**src/rtl/flipflop_pipe.sv**
```systemverilog
// Elastic register pipeline with valid/ready handshake, flush and bubble collapse.
// Define FLIPFLOP_PIPE_PARITY_EN to carry an even-parity bit with each word (qout_par).
module flipflop_pipe #(
  parameter int WIDTH = 8,
  parameter int DEPTH = 4
) (
  input  logic                       clk,
  input  logic                       reset,
  input  logic [WIDTH-1:0]           qin,
  input  logic                       qin_valid,
  output logic                       qin_ready,
  output logic [WIDTH-1:0]           qout,
  output logic                       qout_valid,
  input  logic                       qout_ready,
  input  logic                       flush,
`ifdef FLIPFLOP_PIPE_PARITY_EN
  output logic                       qout_par,
`endif
  output logic [$clog2(DEPTH+1)-1:0] occupancy
);

  localparam int OW = $clog2(DEPTH+1);

  logic [DEPTH-1:0] vld_q, vld_d, adv;
  logic [WIDTH-1:0] dat_q [DEPTH];
  logic [WIDTH-1:0] dat_d [DEPTH];
  logic [OW-1:0]    cnt;
  logic             adv_c;

`ifdef FLIPFLOP_PIPE_PARITY_EN
  logic [DEPTH-1:0] par_q, par_d;
`endif

  // Stage k may load when it is empty or its successor moves on.
  always_comb begin
    adv_c = qout_ready;
    adv   = '0;
    for (int k = DEPTH-1; k >= 0; k--) begin
      adv_c  = !vld_q[k] || adv_c;
      adv[k] = adv_c;
    end
  end

  assign qin_ready = !reset && !flush && adv[0];

  always_comb begin
    vld_d = vld_q;
    for (int k = 0; k < DEPTH; k++) dat_d[k] = dat_q[k];
`ifdef FLIPFLOP_PIPE_PARITY_EN
    par_d = par_q;
`endif
    if (adv[0]) begin
      vld_d[0] = qin_valid && qin_ready;
      dat_d[0] = qin;
`ifdef FLIPFLOP_PIPE_PARITY_EN
      par_d[0] = ^qin;
`endif
    end
    for (int k = 1; k < DEPTH; k++) begin
      if (adv[k]) begin
        vld_d[k] = vld_q[k-1];
        dat_d[k] = dat_q[k-1];
`ifdef FLIPFLOP_PIPE_PARITY_EN
        par_d[k] = par_q[k-1];
`endif
      end
    end
    if (flush) vld_d = '0;
  end

  always_ff @(posedge clk) begin
    if (reset) begin
      vld_q <= '0;
      for (int k = 0; k < DEPTH; k++) dat_q[k] <= '0;
`ifdef FLIPFLOP_PIPE_PARITY_EN
      par_q <= '0;
`endif
    end else begin
      vld_q <= vld_d;
      for (int k = 0; k < DEPTH; k++) dat_q[k] <= dat_d[k];
`ifdef FLIPFLOP_PIPE_PARITY_EN
      par_q <= par_d;
`endif
    end
  end

  always_comb begin
    cnt = '0;
    for (int k = 0; k < DEPTH; k++) cnt = cnt + OW'(vld_q[k]);
  end

  assign occupancy  = cnt;
  assign qout       = dat_q[DEPTH-1];
  assign qout_valid = vld_q[DEPTH-1];
`ifdef FLIPFLOP_PIPE_PARITY_EN
  assign qout_par   = par_q[DEPTH-1];
`endif

endmodule
```
**config.mk**
```make
export PLATFORM = sky130hd
export DESIGN_NAME = flipflop_pipe
export DESIGN_NICKNAME = d
export VERILOG_FILES = /design/src/rtl/flipflop_pipe.sv
export SDC_FILE = /design/constraint.sdc
export NUM_CORES = 1
export LEC_CHECK = 0
export BUFFER_PORTS_ARGS = -buffer_cell sky130_fd_sc_hd__buf_4
export CAP_MARGIN = 20
export CORE_ASPECT_RATIO = 0.7
export CORE_MARGIN = 2
export CORE_UTILIZATION = 57
export CTS_CLUSTER_DIAMETER = 60
export DETAILED_ROUTE_END_ITERATION = 6
export GPL_ROUTABILITY_DRIVEN = 0
export HOLD_SLACK_MARGIN = 0.1
export PLACE_DENSITY = 0.88
export SETUP_SLACK_MARGIN = 0.05
export SYNTH_ARGS = -nofsm -noshare
export SYNTH_HDL_FRONTEND = slang
export SYNTH_SLANG_ARGS = --single-unit
export TNS_END_PERCENT = 50
```
**constraint.sdc**
```tcl
create_clock -name clk -period 2.6 [get_ports clk]
set_input_delay 0.26 -clock clk [delete_from_list [all_inputs] [get_ports clk]]
set_output_delay 0.26 -clock clk [all_outputs]
set_load 0.01 [all_outputs]
```
Yosys cells after proc, flatten, opt, wreduce, memory -nomap -nowiden --
Memory sizes are Yosys's and may differ from the RTL's. Cells that the tools add are included.
Storage, ports and cells: bits in writable memories 32, memories 1, input bits 13, register bits 4
Operators by class: reduce and logical (&&, ||, !) cells 14, bitwise operators 4, add/sub/neg operators 3, mux-type cells 11
Memory list:
- dat_q | depth 4, width 8, read ports 4, clocked after Yosys merged registers in 0, wr ports 4, RTL line 25 | logic [WIDTH-1:0] dat_q [DEPTH];
Operator list (number):
- $mux 8 | 8
- $logic_not 1->1 | 6
- $logic_or 1x1->1 | 4
- $or 1x1->1 | 4
- $add 2x1->3 | 1
- $add 3x1->3 | 1
- $logic_and 1x1->1 | 3
- $mux 1 | 3
- $add 1x1->2 | 1
- $reduce_or 2->1 | 1

Logic depth before layout (Yosys ltp) --
Gate-level depths: netlist (run 1).
depth in word-level cells 7, mapped depth 7

Worst setup path after synthesis (run 1) --
OpenSTA, ideal clock, no wires.
kind register to output, start point register vld_q[0], end point output port occupancy[1], path slack 0.674 ns, cell stages (with the launch flop) 8, data arrival time 1.666 ns, path through dfxtp_1 > buf_2 > inv_1 > buf_2 > fa_1 > inv_1 > ha_1 > ha_1
Between the ends: word-level cells in the longest chain between the ends 3
RTL lines:
- from (decl) | RTL line 24 | logic [DEPTH-1:0] vld_q, vld_d, adv;
- from (signal assigned) | RTL line 79 | vld_q <= vld_d;
- $add 1x1->2 | RTL line 89 | for (int k = 0; k < DEPTH; k++) cnt = cnt + OW'(vld_q[k]);
- $add 2x1->3 | RTL line 89
- $add 3x1->3 | RTL line 89
- to (decl) | RTL line 19 | output logic [$clog2(DEPTH+1)-1:0] occupancy
No other way between the ends.

Final worst setup path (run 1) --
Ends and elaborated chain as after synthesis.

==> summary.txt, run 1 <==
status -> completed
clk buf depth -> 2
Synth warnings -> 0
worst reg-to-reg path cell count -> 3
Clock Sinks -> 36
CP cell instances -> inv_1 -> fa_1 -> inv_1 -> ha_1 -> ha_1 -> buf_4
Core Region -> 0.00222 sq mm
top post-synthesis cells by area -> dfxtp_1, a21oi_1, nand2_1
CTS tree -> built
Max-Cap Viols -> 0
drt first-iter violations -> 60
DRC viols -> 0
Critical-path top delay cell -> fa_1
Die W -> 62.9 um
Worst Path Max Fanout -> 11
vias in the first global route -> 1083
cts bufs inserted -> 5
Achievable Freq -> 0.415 GHz
site row count -> 14
Yosys top cell area share -> 0.520
Slew Viols, Final -> 0
Via Count -> 1167
Worst EP arrival -> 2.15 ns
Fin. Hold Viols -> 0
Hold Path Class -> input port to flop
Critical Path RT -> 2.34 ns
Die Area -> 0.00285 sq mm
post-synthesis async set-or-reset flop share -> 0
initial antenna violation count -> 0
Worst slew margin -> 0.600
RR Startpoint -> vld_q[2]
top-count cell post-synth -> nand2_1
Final Skew -> 0.00693 ns
Post-synth EDFFs -> 0
post-DP HPWL -> 2020 um
I/O pin count -> 26
GRT Total Usage -> 0.223
mean post-synth cell area -> 8.39 sq um
setup slack after layout -> 0.189 ns
# H-tree levels -> 2
largest net degree at the start of global routing -> 35
mapped cell area -> 0.00139 sq mm
FF+latch count, synth -> 36
total congestion overflow -> 0
cell count after synthesis -> 165
crit path launch -> vld_q[0]
Worst-Skew Late Latency -> 0.34 ns
CP peak stage delay -> 0.54 ns
pre-CTS WS -> 0.434 ns
clk slew on worst S/H paths -> 0.10 ns
Setup CP Type -> flop to primary output
I/O Buffers -> 25
top cells by count, synth -> nand2_1, dfxtp_1, a21oi_1
predominant post-synthesis flop cell -> dfxtp_1
Fin Setup TNS -> 0 ns
placed insts -> 210
starting density of the core -> 0.623
Final Non-Filler Cells -> 218
Least-Margin Pin Slew -> 0.600 ns
VDD IR-drop max -> 0.397 mV
first-pass GRT wire length -> 4670 um
Yosys cell types -> 23
Final ANT Viol Nets -> 0
vias per inst -> 5.35
area delta synth->final -> 16.1%
DRT Pass-1 Iters -> 4
syn_nets -> 181
Root Buffer -> clkbuf_4
period utilisation layout -> 0.927
Worst Setup End Kind -> primary output
Seq/Total Area, Yosys -> 0.520
area leader, netlist -> dfxtp_1
ant diodes -> 0
nets -> 201
Worst R2R Setup Slack -> 0.91 ns
reg-to-reg endpoint -> dat_q[0][6]
drt wl/cell -> 12.8 um
Die Y -> 45.2 um
power per cell area -> 586 mW/mm^2
final setup fails -> 0
RSZ-0062 raised after global routing -> false
number of fill cells -> 172
CP Launch Type -> flop
layout cell share with drive strength beyond 1 -> 0.194
total wire length -> 2800 um
P_leak -> 0.641 nW
crit path capture -> occupancy[1]
CTS hold repair buffers -> 0
min Tclk post-route -> 2.41 ns
==> routing by layer <==
layer  global-route usage  vias up  part of all wire
li1                     -      591                 -
met1                0.250      547              0.45
met2                0.385       19              0.48
met3               0.0723       10             0.043
met4                0.133        0             0.027
met5                    0        -                 0
==> how the worst min path moves through the flow <==
stage	start	endpoint	cells after the start
CTS	qin_valid	vld_q[0]	2
floorplan	qin_valid	vld_q[0]	1
detailed placement	dat_q[3][2]	dat_q[3][2]	2
finish	qin_valid	vld_q[0]	2
global placement	dat_q[1][0]	dat_q[1][0]	2
global route	qin_valid	vld_q[0]	2
==> layout by cell type (no fill, tap or decap) <==
| cell type | count |
|---|---|
| clkbuf_8 | 1 |
| o21ai_0 | 8 |
| nand3b_1 | 1 |
| dfxtp_1 | 35 |
| nor2_1 | 2 |
| nand3_2 | 2 |
| nand3_1 | 14 |
| clkbuf_4 | 5 |
| and4b_1 | 1 |
| clkbuf_1 | 2 |
| nand2b_1 | 1 |
| ha_1 | 2 |
| nor3_1 | 1 |
| a21boi_0 | 2 |
| nand4b_2 | 1 |
| dfxtp_2 | 1 |
| nand2_1 | 40 |
| a21oi_1 | 32 |
| inv_1 | 5 |
| fa_1 | 1 |
| buf_4 | 26 |
| o21a_1 | 2 |
| nor2b_1 | 1 |
==> registers in the layout, indices dropped and copies added (netlist names) <==
register	flops
dat_q	32
vld_q	4
==> worst max-delay path: cells and delay by family (launching register included) <==
kind	cells	cell delay [ns]
adder cells (fa/ha/maj)	3	0.99
flip-flops	1	0.43
buffers and inverters	3	0.38
==> stage by stage <==
step | util | hold slack (ns) | power (W) | instance area (sq um)
floorplan | - | 0.384 | 0.000622 | 1390
global placement | 0.696 | 0.441 | 0.000645 | 1550
detailed placement | 0.696 | 0.446 | 0.000649 | 1550
CTS | 0.722 | 0.150 | 0.000946 | 1610
global route | 0.723 | 0.139 | 0.000975 | 1610
finish | 0.723 | 0.148 | 0.000942 | 1610
==> kinds of logic (layout without fill, tap and decap cells) <==
kind of cell             after synthesis  after routing  share of synthesized area
buffers and inverters                 18             39                     0.0659
flip-flops                            36             36                      0.520
adder cells (fa/ha/maj)                3              3                     0.0325
AO/OA/AOI/OAI                         44             44                      0.166
AND/OR/NAND/NOR                       64             64                      0.215
==> power breakdown <==
part	switching (W)	total, W	internal, W
Clock	0.000173	0.000307	0.000133
Sequential	0.0000114	0.000581	0.000569
Combinational	0.0000269	0.0000550	0.0000281
Total	0.000211	0.000942	0.000731
==> final cells by class <==
type                            instances  area, sq um  area share
Timing Repair Buffer                   26          195       0.121
Multi-Input combinational cell        111          573       0.356
Clock buffer                            8         58.8      0.0366
Inverter                                5         18.8      0.0117
Tap cell                               32         40.0      0.0249
Sequential cell                        36          722       0.449
==> what timing repair did <==
| item | CTS | global route |
|---|---|---|
| setup endpoints to repair | 0 | 2 |
| setup buffers | 0 | 0 |
| gates resized for setup | 0 | 1 |
(Power assumes the default switching activity.)
==> run 2: changes to the inputs <==
--- a/config.mk
+++ b/config.mk
@@ -9,12 +9,12 @@
 export CAP_MARGIN = 20
 export CORE_ASPECT_RATIO = 0.7
 export CORE_MARGIN = 2
-export CORE_UTILIZATION = 57
+export CORE_UTILIZATION = 53
 export CTS_CLUSTER_DIAMETER = 60
 export DETAILED_ROUTE_END_ITERATION = 6
 export GPL_ROUTABILITY_DRIVEN = 0
 export HOLD_SLACK_MARGIN = 0.1
-export PLACE_DENSITY = 0.88
+export PLACE_DENSITY = 0.83
 export SETUP_SLACK_MARGIN = 0.05
 export SYNTH_ARGS = -nofsm -noshare
 export SYNTH_HDL_FRONTEND = slang
==> constraint.sdc (replaced) <==
create_clock -name clk -period 2.7 [get_ports clk]
set_input_delay 0.27 -clock clk [delete_from_list [all_inputs] [get_ports clk]]
set_output_delay 0.27 -clock clk [all_outputs]
set_load 0.01 [all_outputs]
==> summary.txt, run 2 (synthesis gave the netlist of run 1 again) <==
Worst Setup End Kind -> primary output
vias per inst -> 5.32
Largest Register -> dat_q
min Tclk post-route -> 2.47 ns
sw frac -> 0.216
Core Region -> 0.00248 sq mm
power per cell area -> 588 mW/mm^2
# H-tree levels -> 2
status -> completed
total congestion overflow -> 0
post-DP HPWL -> 1970 um
Fin. Hold Viols -> 0
Net Switching -> 0.000207 W
drt wl/cell -> 12.5 um
Via Count -> 1166
area delta synth->final -> 17.5%
Worst-Skew Late Latency -> 0.28 ns
max reg flops -> 32
Critical Path RT -> 2.43 ns
CTS tree -> built
Final Skew -> 0.00421 ns
CP cell instances -> inv_1 -> fa_1 -> inv_1 -> ha_1 -> ha_1 -> buf_4
Critical-path top delay cell -> fa_1
VDD IR-drop max -> 0.323 mV
Die W -> 65.1 um
layout cell share with drive strength beyond 1 -> 0.189
CTS hold repair buffers -> 0
Finished Cell Area -> 0.00163 sq mm
Worst slew margin -> 0.610
Final ANT Viol Nets -> 0
period utilisation layout -> 0.915
Pwr Total -> 0.000957 W
ant diodes -> 0
Fin Setup TNS -> 0 ns
pre-CTS WS -> 0.555 ns
Slew Viols, Final -> 0
nets -> 201
CP Launch Type -> flop
CP peak stage delay -> 0.55 ns
Clock Sinks -> 36
area post-placement -> 0.00155 sq mm
starting density of the core -> 0.559
DRC viols -> 0
P_leak -> 0.649 nW
Hold Path Class -> input port to flop
RSZ-0062 raised after global routing -> false
vias in the first global route -> 1073
largest net degree at the start of global routing -> 35
Worst Path Max Fanout -> 11
site row count -> 15
Int Power -> 0.000751 W
sequential share of power -> 0.584
Setup CP Type -> flop to primary output
placed insts -> 212
setup slack after layout -> 0.230 ns
Clock power frac -> 0.360
drt first-iter violations -> 50
commonest non-fill, non-tap cell in the layout -> nand2_1
total wire length -> 2750 um
post-CTS sizing -> 0
Worst EP arrival -> 2.20 ns
I/O pin count -> 26
Least-Margin Pin Slew -> 0.584 ns
I/O Buffers -> 25
most frequent cells in the layout -> nand2_1, dfxtp_1, a21oi_1, buf_4, nand3_1
DRT Pass-1 Iters -> 4
Die Y -> 46.8 um
GRT Total Usage -> 0.211
clk buf depth -> 2
cts bufs inserted -> 5
first-pass GRT wire length -> 4700 um
Root Buffer -> clkbuf_8
Logic pwr share -> 0.056
Post CTS Setup Buffer Count -> 0
number of fill cells -> 216
final setup fails -> 0
Final Non-Filler Cells -> 219
Achievable Freq -> 0.405 GHz
Max-Cap Viols -> 0
Top Registers -> dat_q: 32 flops, vld_q: 4 flops
initial antenna violation count -> 0
Die Area -> 0.00304 sq mm
clk slew on worst S/H paths -> 0.06 ns
run 2: changes by cell type in the layout (fill, tap and decap cells not counted):
cell,delta
clkinv_2,+1
clkbuf_8,+4
clkbuf_1,-1
dfxtp_1,+1
clkbuf_4,-5
dfxtp_2,-1
run 2: layout make-up:
| cell class | count | area [sq um] | area share |
|---|---|---|---|
| Clock inverter | 1 | 5.00 | 0.00307 |
| Multi-Input combinational cell | 111 | 573 | 0.352 |
| Sequential cell | 36 | 721 | 0.443 |
| Tap cell | 34 | 42.5 | 0.0261 |
| Timing Repair Buffer | 26 | 195 | 0.120 |
| Inverter | 5 | 18.8 | 0.0115 |
| Clock buffer | 6 | 72.6 | 0.0446 |
run 2: path summary, 6_finish.rpt:
kind	start	to	slack [ns]	depth (start not counted)
max	vld_q[0]	occupancy[1]	0.23	6
max reg2reg	vld_q[2]	dat_q[0][3]	1.04	3
min	qin_valid	vld_q[0]	0.21	2
min reg2reg	dat_q[3][1]	dat_q[3][1]	0.45	2
run 2: critical path: cells and delay by family, from the launching register on:
kind / cells / cell delay (ns)
buf+inv: 3 / 0.42
flops: 1 / 0.51
fa+ha+maj: 3 / 0.99
run 2: metrics by stage:
step / utilization / hold slack (ns)
after floorplan: - / 0.394
after global placement: 0.626 / 0.440
after detailed placement: 0.626 / 0.445
after CTS: 0.657 / 0.206
after global routing: 0.657 / 0.208
final: 0.657 / 0.211
run 2: power groups by stage:
stage / Combinational, W / Sequential, W / Clock [W]
2_1_floorplan: 0.0000305 / 0.000568 / 0
3_3_place_gp: 0.0000514 / 0.000570 / 0
3_5_place_dp: 0.0000532 / 0.000571 / 0
4_1_cts: 0.0000537 / 0.000559 / 0.000348
5_1_grt: 0.0000604 / 0.000561 / 0.000369
6_report: 0.0000534 / 0.000560 / 0.000344
run 2: layer usage:
| metal | track usage | up-vias | part of all wire |
|---|---|---|---|
| met5 | 0 | - | 0 |
| met4 | 0.0750 | 0 | 0.018 |
| met3 | 0.0743 | 8 | 0.049 |
| met2 | 0.357 | 23 | 0.48 |
| met1 | 0.260 | 548 | 0.45 |
| li1 | - | 587 | - |
